**src/rtl/tmr_vote_scrub.sv**
```systemverilog
// ============================================================================
//  Module   : tmr_vote_scrub
//  Brief    : Majority voter for three register copies with a scrub
//             controller that rewrites disagreeing copies over a req/ack
//             handshake, re-checks them, and marks copies that keep
//             disagreeing after MAX_RETRY rewrites as stuck.
//  Revision : 1.0 - initial release
// ============================================================================
`default_nettype none

module tmr_vote_scrub #(
    parameter int WIDTH     = 8,
    parameter int CNT_W     = 8,
    parameter int MAX_RETRY = 3
) (
    input  logic             clk,
    input  logic             rst,
    input  logic [WIDTH-1:0] in_a,
    input  logic [WIDTH-1:0] in_b,
    input  logic [WIDTH-1:0] in_c,
    output logic [WIDTH-1:0] voted,
    output logic [2:0]       err,
    output logic             scrub_req,
    output logic [2:0]       scrub_mask,
    output logic [WIDTH-1:0] scrub_data,
    input  logic             scrub_ack,
    output logic [2:0]       stuck,
    output logic [CNT_W-1:0] scrub_cnt
);

    // Retry counter only has to reach MAX_RETRY; keep at least one bit.
    localparam int                   c_RETRY_W   = (MAX_RETRY < 2) ? 1 : $clog2(MAX_RETRY + 1);
    localparam logic [c_RETRY_W-1:0] c_RETRY_MAX = c_RETRY_W'(MAX_RETRY);
    localparam logic [c_RETRY_W-1:0] c_RETRY_ONE = c_RETRY_W'(1);
    localparam logic [CNT_W-1:0]     c_CNT_MAX   = {CNT_W{1'b1}};

    typedef enum logic [1:0] {
        S_IDLE = 2'd0,
        S_REQ  = 2'd1,
        S_CHK1 = 2'd2,
        S_CHK2 = 2'd3
    } state_t;

    // ------------------------------------------------------------------
    // Registered state
    // ------------------------------------------------------------------
    state_t                 r_state;
    logic [WIDTH-1:0]       r_voted;
    logic [2:0]             r_err;
    logic                   r_scrub_req;
    logic [2:0]             r_scrub_mask;
    logic [WIDTH-1:0]       r_scrub_data;
    logic [2:0]             r_stuck;
    logic [CNT_W-1:0]       r_cnt;
    logic [c_RETRY_W-1:0]   r_retry;

    // ------------------------------------------------------------------
    // Combinational voting and error classification
    // ------------------------------------------------------------------
    logic [WIDTH-1:0]       w_majority;
    logic [WIDTH-1:0]       w_copy [3];
    logic [2:0]             w_err_next;
    logic [2:0]             w_eff;
    logic [2:0]             w_bad;
    logic [CNT_W-1:0]       w_cnt_inc;

    // Bitwise 2-of-3 majority; a single bit can never be wrong in two copies
    // at once without also being the majority, so the result is always defined.
    assign w_majority = (in_a & in_b) | (in_a & in_c) | (in_b & in_c);

    assign w_copy[0] = in_a;
    assign w_copy[1] = in_b;
    assign w_copy[2] = in_c;

    // Per-copy disagreement against this cycle's majority.
    for (genvar g = 0; g < 3; g++) begin : g_copy_err
        assign w_err_next[g] = (w_copy[g] != w_majority);
    end

    // Stuck copies are excluded from triggering or re-triggering scrubs.
    assign w_eff = r_err & ~r_stuck;
    assign w_bad = r_err & r_scrub_mask & ~r_stuck;

    // Request counter saturates instead of wrapping.
    assign w_cnt_inc = (r_cnt == c_CNT_MAX) ? r_cnt : r_cnt + 1'b1;

    // ------------------------------------------------------------------
    // Output register stage for the voter
    // ------------------------------------------------------------------
    // Register the majority and per-copy disagreement flags every cycle.
    always_ff @(posedge clk) begin
        if (rst) begin
            r_voted <= '0;
            r_err   <= '0;
        end else begin
            r_voted <= w_majority;
            r_err   <= w_err_next;
        end
    end

    // ------------------------------------------------------------------
    // Scrub controller
    // ------------------------------------------------------------------
    // Issue rewrite requests, wait for the rewritten value to reach r_err,
    // then either finish, retry the still-bad copies, or mark them stuck.
    always_ff @(posedge clk) begin
        if (rst) begin
            r_state      <= S_IDLE;
            r_scrub_req  <= 1'b0;
            r_scrub_mask <= '0;
            r_scrub_data <= '0;
            r_stuck      <= '0;
            r_cnt        <= '0;
            r_retry      <= '0;
        end else begin
            case (r_state)
                S_IDLE: begin
                    if (|w_eff) begin
                        r_scrub_data <= r_voted;
                        r_scrub_mask <= w_eff;
                        r_retry      <= c_RETRY_ONE;
                        r_scrub_req  <= 1'b1;
                        r_cnt        <= w_cnt_inc;
                        r_state      <= S_REQ;
                    end
                end

                S_REQ: begin
                    // Data and mask stay untouched while the request is open.
                    if (scrub_ack) begin
                        r_scrub_req <= 1'b0;
                        r_state     <= S_CHK1;
                    end
                end

                S_CHK1: begin
                    // Rewritten copy is on the input now; r_err sees it next cycle.
                    r_state <= S_CHK2;
                end

                S_CHK2: begin
                    if (w_bad == 3'b000) begin
                        r_state <= S_IDLE;
                    end else if (r_retry < c_RETRY_MAX) begin
                        r_retry      <= r_retry + 1'b1;
                        r_scrub_mask <= w_bad;
                        r_scrub_data <= r_voted;
                        r_scrub_req  <= 1'b1;
                        r_cnt        <= w_cnt_inc;
                        r_state      <= S_REQ;
                    end else begin
                        r_stuck <= r_stuck | w_bad;
                        r_state <= S_IDLE;
                    end
                end

                default: begin
                    r_state <= S_IDLE;
                end
            endcase
        end
    end

    // ------------------------------------------------------------------
    // Outputs
    // ------------------------------------------------------------------
    assign voted      = r_voted;
    assign err        = r_err;
    assign scrub_req  = r_scrub_req;
    assign scrub_mask = r_scrub_mask;
    assign scrub_data = r_scrub_data;
    assign stuck      = r_stuck;
    assign scrub_cnt  = r_cnt;

endmodule

`default_nettype wire

```
**config.mk**
```make
export PLATFORM = sky130hd
export DESIGN_NAME = tmr_vote_scrub
export DESIGN_NICKNAME = d
export VERILOG_FILES = /design/src/rtl/tmr_vote_scrub.sv
export SDC_FILE = /design/constraint.sdc
export NUM_CORES = 1
export LEC_CHECK = 0
export CORE_MARGIN = 5
export CORE_UTILIZATION = 40
export DETAILED_ROUTE_END_ITERATION = 12
export PLACE_DENSITY = 0.78
export SLEW_MARGIN = 15
export SYNTH_ARGS = -nofsm -noshare
export SYNTH_HDL_FRONTEND = slang
export SYNTH_SLANG_ARGS = --single-unit
```
**constraint.sdc**
```tcl
create_clock -name clk -period 1.6 [get_ports clk]
set_input_delay 0.16 -clock clk [delete_from_list [all_inputs] [get_ports clk]]
set_output_delay 0.16 -clock clk [all_outputs]
set_load 0.02 [all_outputs]
```
==> summary.md, run 1 <==
| Metric | Value |
|---|---|
| Class of the most critical setup path | `flip-flop to flip-flop` |
| Min-delay src | `scrub_req` |
| Detailed Route WL | `5630 µm` |
| GR Util All Layers | `0.163` |
| Average cell area after synthesis | `8.86 µm²` |
| Htree depth | `2` |
| Maximum achievable frequency | `562 MHz` |
| Gate count of the mapped netlist | `248` |
| Effective utilization at floorplan | `0.406` |
| Measured slew at the worst slew-check pin | `0.443 ns` |
| Area of the die | `0.00708 mm²` |
| Antenna diodes | `0` |
| Number of antenna-violating nets in the routed design | `0` |
| Maximum number of pins on one net before global-route repair | `55` |
| Proportion of synthesized flip-flops having asynchronous set or reset | `0` |
| IR Drop Worst-Case VDD | `704 µV` |
| Number of top-level pins | `61` |
| Via count of the routed design | `2,162` |
| Worst hold stages | `2` |
| Total Power Consumption | `4.31 mW` |
| Synth unique cells | `47` |
| Port buffer count | `60` |
| RSZ-0062 raised after global routing | `true` |
| Final hold slack | `0.475 ns` |
| X dimension of the die | `84.1 µm` |
| Post-Syn Area | `0.00220 mm²` |
| Data required time of the critical path | `1.78 ns` |
| Number of warnings issued by yosys | `0` |
| Minimum setup slack in the final design | `-0.178 ns` |
| Clock latency at the later pin of the worst-skew pair | `0.29 ns` |
| Die Ht | `84.1 µm` |
| Path depth of the worst reg2reg path | `6` |
| Critical Path Source Type | `flip-flop` |
| Setup TNS after final layout | `-2.58 ns` |
| Filler cell count in the final layout | `469` |
| EDFF count, synth | `0` |
| Clock Skews | `0.00336 ns` |
| Number of hold violations in the final report | `0` |
| Total of max-cap violations | `0` |
| Sequential area share after synthesis | `0.346` |
| Average wire per cell in the routed design | `13.5 µm` |
| Layout cell share with drive strength beyond 1 | `0.243` |
| Static power due to leakage | `1.37 nW` |
| Hold-critical path endpoint | `scrub_req` |
| Total of flip-flops plus latches after synthesis | `38` |
| Dominant synthesized flop cell | `sky130_fd_sc_hd__dfxtp_1` |
| Initial antenna violation count | `0` |
| Power per cell area | `1270 mW/mm²` |
| DRC violation total after the first TritonRoute iteration | `122` |
| Via count of the first global-routing pass | `2,131` |
| Reg2Reg Launch Point | `r_retry[1]` |
| Headroom to the max-slew limit | `0.703` |
| Max-slew violation count | `0` |
| Maximum fanout encountered on the critical timing path | `12` |
| Period utilization | `1.11` |
| Final non-filler cell total | `417` |
| Clock sink count | `38` |
| Total setup violations reported at the end of the flow | `22` |
| Post-synth net total | `282` |
| Terminus of the critical flop-to-flop path | `scrub_cnt[4]` |
| Critical path endpoint category | `flip-flop` |
| Data arrival, critical path | `1.96 ns` |
| # nets final | `378` |
| Root buffer cell | `sky130_fd_sc_hd__clkbuf_8` |
| Clock tree from TritonCTS | `done` |
| Clock edge transition at the registers on the reported setup and hold paths | `0.08 ns` |
| Vias per inst | `5.18` |
| Gr ovfl total | `0` |
| Largest buffer count on any clock path | `2` |
| R2r setup slk | `-0.18 ns` |
| Number of buffers added by the clock tree synthesis step | `5` |
| Core area | `0.00541 mm²` |
| Worst min-delay path class | `flip-flop to flip-flop` |
| Row cnt | `27` |
| DRC violations left | `0` |
| Status | `complete, but fails checks` |
| Placed wire-length estimate after detailed placement | `4240 µm` |
| Routability-driven placement congestion ratio | `0.859` |
| Cell Count Post-Placement | `408` |
| Wire length of the first global-routing pass | `9510 µm` |
| Min cycle time layout | `1.78 ns` |
| Violated checks | `negative setup slack` |
| Pre-antenna DRT Iters | `4` |
| Synthesis-to-finish area growth | `54.4%` |
[routing by layer]
metal	routed length, µm	vias up	global-route usage
li1	-	1093	-
met1	2570	1000	0.213
met2	2620	63	0.260
met3	381	6	0.0513
met4	61	0	0.0395
met5	0	-	0
[cell families after synthesis]
group           synth area share
flops                      0.346
buf+inv                   0.0478
mux                       0.0809
simple gates               0.311
compound gates             0.174
fa+ha+maj                 0.0399
[flip-flops by register name (all words and copies together) (netlist names)]
signal and cells:
r_retry 2, scrub_mask 3, scrub_req 1, voted 8, scrub_cnt 8, stuck 3, scrub_data 8, r_state 2
err 3
[critical path: stages (launching register included)]
cell and delay (ns):
sky130_fd_sc_hd__dfxtp_2 0.35, sky130_fd_sc_hd__ha_4 0.17, sky130_fd_sc_hd__and4bb_2 0.33, sky130_fd_sc_hd__nor4b_4 0.06
sky130_fd_sc_hd__buf_12 0.14, sky130_fd_sc_hd__nor4_2 0.27, sky130_fd_sc_hd__mux2_1 0.35
[cell usage after synthesis (5+ instances only)]
cell type,number,area share
sky130_fd_sc_hd__nand2b_1,29,0.083
sky130_fd_sc_hd__mux2i_1,11,0.050
sky130_fd_sc_hd__nor3b_1,8,0.027
sky130_fd_sc_hd__mux2_1,6,0.031
sky130_fd_sc_hd__clkbuf_1,5,0.0085
sky130_fd_sc_hd__ha_1,7,0.040
sky130_fd_sc_hd__nor2b_1,10,0.028
sky130_fd_sc_hd__a21oi_1,12,0.027
sky130_fd_sc_hd__dfxtp_1,38,0.35
sky130_fd_sc_hd__o21ai_0,14,0.032
sky130_fd_sc_hd__inv_1,13,0.022
sky130_fd_sc_hd__nand2_1,14,0.024
sky130_fd_sc_hd__nor2_1,14,0.024
[placed cells by master, fill, tap and decap left out, types with 8 or more instances in the layout]
cell type,count
sky130_fd_sc_hd__dfxtp_2,12
sky130_fd_sc_hd__inv_1,12
sky130_fd_sc_hd__nor2b_1,10
sky130_fd_sc_hd__a21oi_1,10
sky130_fd_sc_hd__dfxtp_1,26
sky130_fd_sc_hd__buf_4,35
sky130_fd_sc_hd__nand2b_1,29
sky130_fd_sc_hd__nor3b_1,8
sky130_fd_sc_hd__o21ai_0,13
sky130_fd_sc_hd__nor2_1,14
sky130_fd_sc_hd__mux2i_1,11
sky130_fd_sc_hd__nand2_1,14
sky130_fd_sc_hd__clkdlybuf4s50_1,60
[per-stage QoR]
| stage | area, µm² | worst slack [ns] | util |
|---|---|---|---|
| finish | 3390 | -0.178 | 0.628 |
| global route | 3390 | -0.246 | 0.628 |
| CTS | 3380 | -0.186 | 0.625 |
| detailed placement | 3210 | -0.171 | 0.594 |
| global placement | 3210 | -0.129 | 0.594 |
| floorplan | 2270 | -0.0921 | - |
[power by group]
group | internal (mW) | switching [mW]
clock network | 0.625 | 0.346
registers | 1.14 | 0.120
logic | 1.06 | 1.02
total | 2.82 | 1.49
[final cells by class]
cell class / instances / area [µm²] / area share
clock buffers: 5 / 68.8 / 0.0203
multi-input cells: 188 / 1430 / 0.420
repair buffers: 98 / 915 / 0.270
well taps: 72 / 90.1 / 0.0265
inverters: 13 / 48.8 / 0.0144
clock inverters: 3 / 68.8 / 0.0203
flip-flops and latches: 38 / 776 / 0.229
[worst max path at each step]
stage | start | end | slack (ns)
final | r_retry[1] | scrub_cnt[4] | -0.18
after detailed placement | r_retry[1] | r_retry[1] | -0.17
after global placement | r_retry[1] | scrub_cnt[4] | -0.13
after floorplan | r_retry[1] | scrub_cnt[4] | -0.09
after global routing | r_retry[1] | r_retry[1] | -0.25
after CTS | r_retry[1] | scrub_cnt[4] | -0.19
[timing repair]
item	CTS	global route
setup buffers	0	1
pin swaps	4	1
hold buffers	0	0
gates resized for setup	6	4
setup endpoints to repair	23	24
(Power assumes the default switching activity.)
==> inputs of run 2 (changes only) <==
SKIP_LAST_GASP = 1   (was not set)
==> summary.md, run 2 (synthesized netlist as in run 1, its figures left out) <==
| Metric | Value |
|---|---|
| R2r setup slk | `-0.20 ns (-0.02 ns)` |
| Total setup violations reported at the end of the flow | `22 (unchanged)` |
| Critical path endpoint category | `flip-flop` |
| Data required time of the critical path | `1.78 ns (about the same)` |
| Commonest non-fill, non-tap cells in the layout | `sky130_fd_sc_hd__clkdlybuf4s50_1 (60), sky130_fd_sc_hd__buf_4 (36), sky130_fd_sc_hd__nand2b_1 (29), sky130_fd_sc_hd__dfxtp_1 (26)` |
| Final core utilization | `0.622 (-0.00532)` |
| Period utilization | `1.12 (+0.0116)` |
| Total of hold buffers inserted after clock tree synthesis | `0 (unchanged)` |
| Core area | `0.00541 mm² (unchanged)` |
| Minimum setup slack in the final design | `-0.196 ns (-0.0185 ns)` |
| Max-slew violation count | `0 (unchanged)` |
| Min cycle time layout | `1.80 ns (+0.0185 ns)` |
| Row cnt | `27 (unchanged)` |
| GR Util All Layers | `0.162 (-0.000816)` |
| Filler cell count in the final layout | `472 (+0.64%)` |
| Critical Path Source Type | `flip-flop` |
| Effective utilization at floorplan | `0.406 (unchanged)` |
| Maximum number of pins on one net before global-route repair | `55 (unchanged)` |
| Total of max-cap violations | `0 (unchanged)` |
| Initial antenna violation count | `0 (unchanged)` |
| Largest buffer count on any clock path | `2 (unchanged)` |
| Terminus of the critical flop-to-flop path | `r_retry[1]` |
| Status | `complete, but fails checks` |
| Maximum achievable frequency | `557 MHz (-1.0%)` |
| DRC violations left | `0 (unchanged)` |
| Detailed Route WL | `5560 µm (-1.3%)` |
| Vias per inst | `5.20 (+0.32%)` |
| Routability-driven placement congestion ratio | `0.859 (unchanged)` |
| Htree depth | `2 (unchanged)` |
| Violated checks | `negative setup slack` |
| Layout cell share with drive strength beyond 1 | `0.226 (-0.0174)` |
| Power per cell area | `1260 mW/mm² (-0.63%)` |
| IR Drop Worst-Case VDD | `704 µV (about the same)` |
| Static power due to leakage | `1.37 nW (-0.14%)` |
| Path depth of the worst reg2reg path | `7 (+1)` |
| Via count of the first global-routing pass | `2,135 (+0.19%)` |
| Number of buffers added by the clock tree synthesis step | `5 (unchanged)` |
| Final hold slack | `0.475 ns (-0.000176 ns)` |
| Synthesis-to-finish area growth | `53.1%` |
| RSZ-0062 raised after global routing | `true` |
| Number of antenna-violating nets in the routed design | `0 (unchanged)` |
| Average wire per cell in the routed design | `13.3 µm (-1.3%)` |
| Measured slew at the worst slew-check pin | `0.415 ns (-0.0282 ns)` |
| Clock Skews | `0.00433 ns (+0.000966 ns)` |
| Area of the die | `0.00708 mm² (unchanged)` |
| DRC violation total after the first TritonRoute iteration | `121 (-0.82%)` |
| Number of hold violations in the final report | `0 (unchanged)` |
| Pre-antenna DRT Iters | `4 (unchanged)` |
| Worst min-delay path class | `flip-flop to flip-flop` |
| Hold-critical path endpoint | `scrub_req` |
| Antenna diodes | `0 (unchanged)` |
| Via count of the routed design | `2,169 (+0.32%)` |
| Total Power Consumption | `4.24 mW (-1.5%)` |
| Class of the most critical setup path | `flip-flop to flip-flop` |
| # nets final | `378 (unchanged)` |
| Data arrival, critical path | `1.98 ns (+0.02 ns)` |
| Maximum fanout encountered on the critical timing path | `12 (unchanged)` |
| Reg2Reg Launch Point | `r_retry[1]` |
| Die Ht | `84.1 µm (unchanged)` |
| Headroom to the max-slew limit | `0.722 (+0.0189)` |
| Number of top-level pins | `61 (unchanged)` |
| Clock tree from TritonCTS | `done` |
| X dimension of the die | `84.1 µm (unchanged)` |
| Min-delay src | `scrub_req` |
| Port buffer count | `60 (unchanged)` |
| Gr ovfl total | `0 (unchanged)` |
| Clock sink count | `38 (unchanged)` |
| Root buffer cell | `sky130_fd_sc_hd__clkbuf_8` |
| Worst hold stages | `2 (unchanged)` |
| Clock edge transition at the registers on the reported setup and hold paths | `0.08 ns (about the same)` |
| Wire length of the first global-routing pass | `9440 µm (-0.73%)` |
| Clock latency at the later pin of the worst-skew pair | `0.29 ns (about the same)` |
| Placed wire-length estimate after detailed placement | `4240 µm (unchanged)` |
| Most common cell after layout, fill and taps aside | `sky130_fd_sc_hd__clkdlybuf4s50_1` |
==> run 2: worst max-delay path by stage <==
| stage | startpoint | to | slack (ns) | depth (start not counted) |
|---|---|---|---|---|
| final | r_retry[1] | r_retry[1] | -0.20 | 7 |
| after CTS | r_retry[1] | r_retry[1] | -0.19 | 7 |
| after global routing | r_retry[0] | scrub_cnt[4] | -0.24 | 6 |
| after detailed placement | r_retry[1] | r_retry[1] | -0.17 | 7 |
| after floorplan | r_retry[1] | scrub_cnt[4] | -0.09 | 6 |
| after global placement | r_retry[1] | scrub_cnt[4] | -0.13 | 6 |
==> run 2: per-stage QoR <==
step                setup TNS [ns]  setup slack, ns  std cells  instance area, µm²
finish                       -2.36           -0.196        417                3360
global route                 -4.02           -0.244        417                3360
CTS                          -2.52           -0.192        416                3360
detailed placement           -2.30           -0.171        408                3210
global placement             -1.17           -0.129        408                3210
floorplan                   -0.313          -0.0921        248                2270
==> run 2: routing by layer <==
metal,wire length [µm],GRT usage
met1,2530,0.213
met2,2560,0.255
met3,402,0.0513
met4,63,0.0439
met5,0,0
==> run 2: worst max-delay path: stages, from the launching register on <==
cell and delay [ns]:
sky130_fd_sc_hd__dfxtp_2 0.36, sky130_fd_sc_hd__ha_4 0.15, sky130_fd_sc_hd__and4bb_1 0.22, sky130_fd_sc_hd__nor4b_4 0.31
sky130_fd_sc_hd__buf_12 0.18, sky130_fd_sc_hd__nor3_2 0.05, sky130_fd_sc_hd__buf_4 0.16, sky130_fd_sc_hd__o32ai_1 0.26
==> run 2: cell type report <==
type,count,area (µm²),area share
tap,72,90.1,0.0268
sequential,38,776,0.231
clock buffer,5,68.8,0.0205
multi-input combinational,188,1400,0.417
inverter,13,48.8,0.0145
clock inverter,3,68.8,0.0205
timing repair buffer,98,911,0.271
==> run 2: what timing repair did <==
action,in CTS,in global routing
resized for setup,2,1
endpoints found under the setup margin,23,24
buffers inserted,0,1
pin swaps,4,1
==> run 2: where the power goes <==
part	leakage, nW	switching, mW	internal, mW
Combinational	0.985	0.983	1.03
Sequential	0.316	0.120	1.14
Clock	0.0683	0.348	0.625
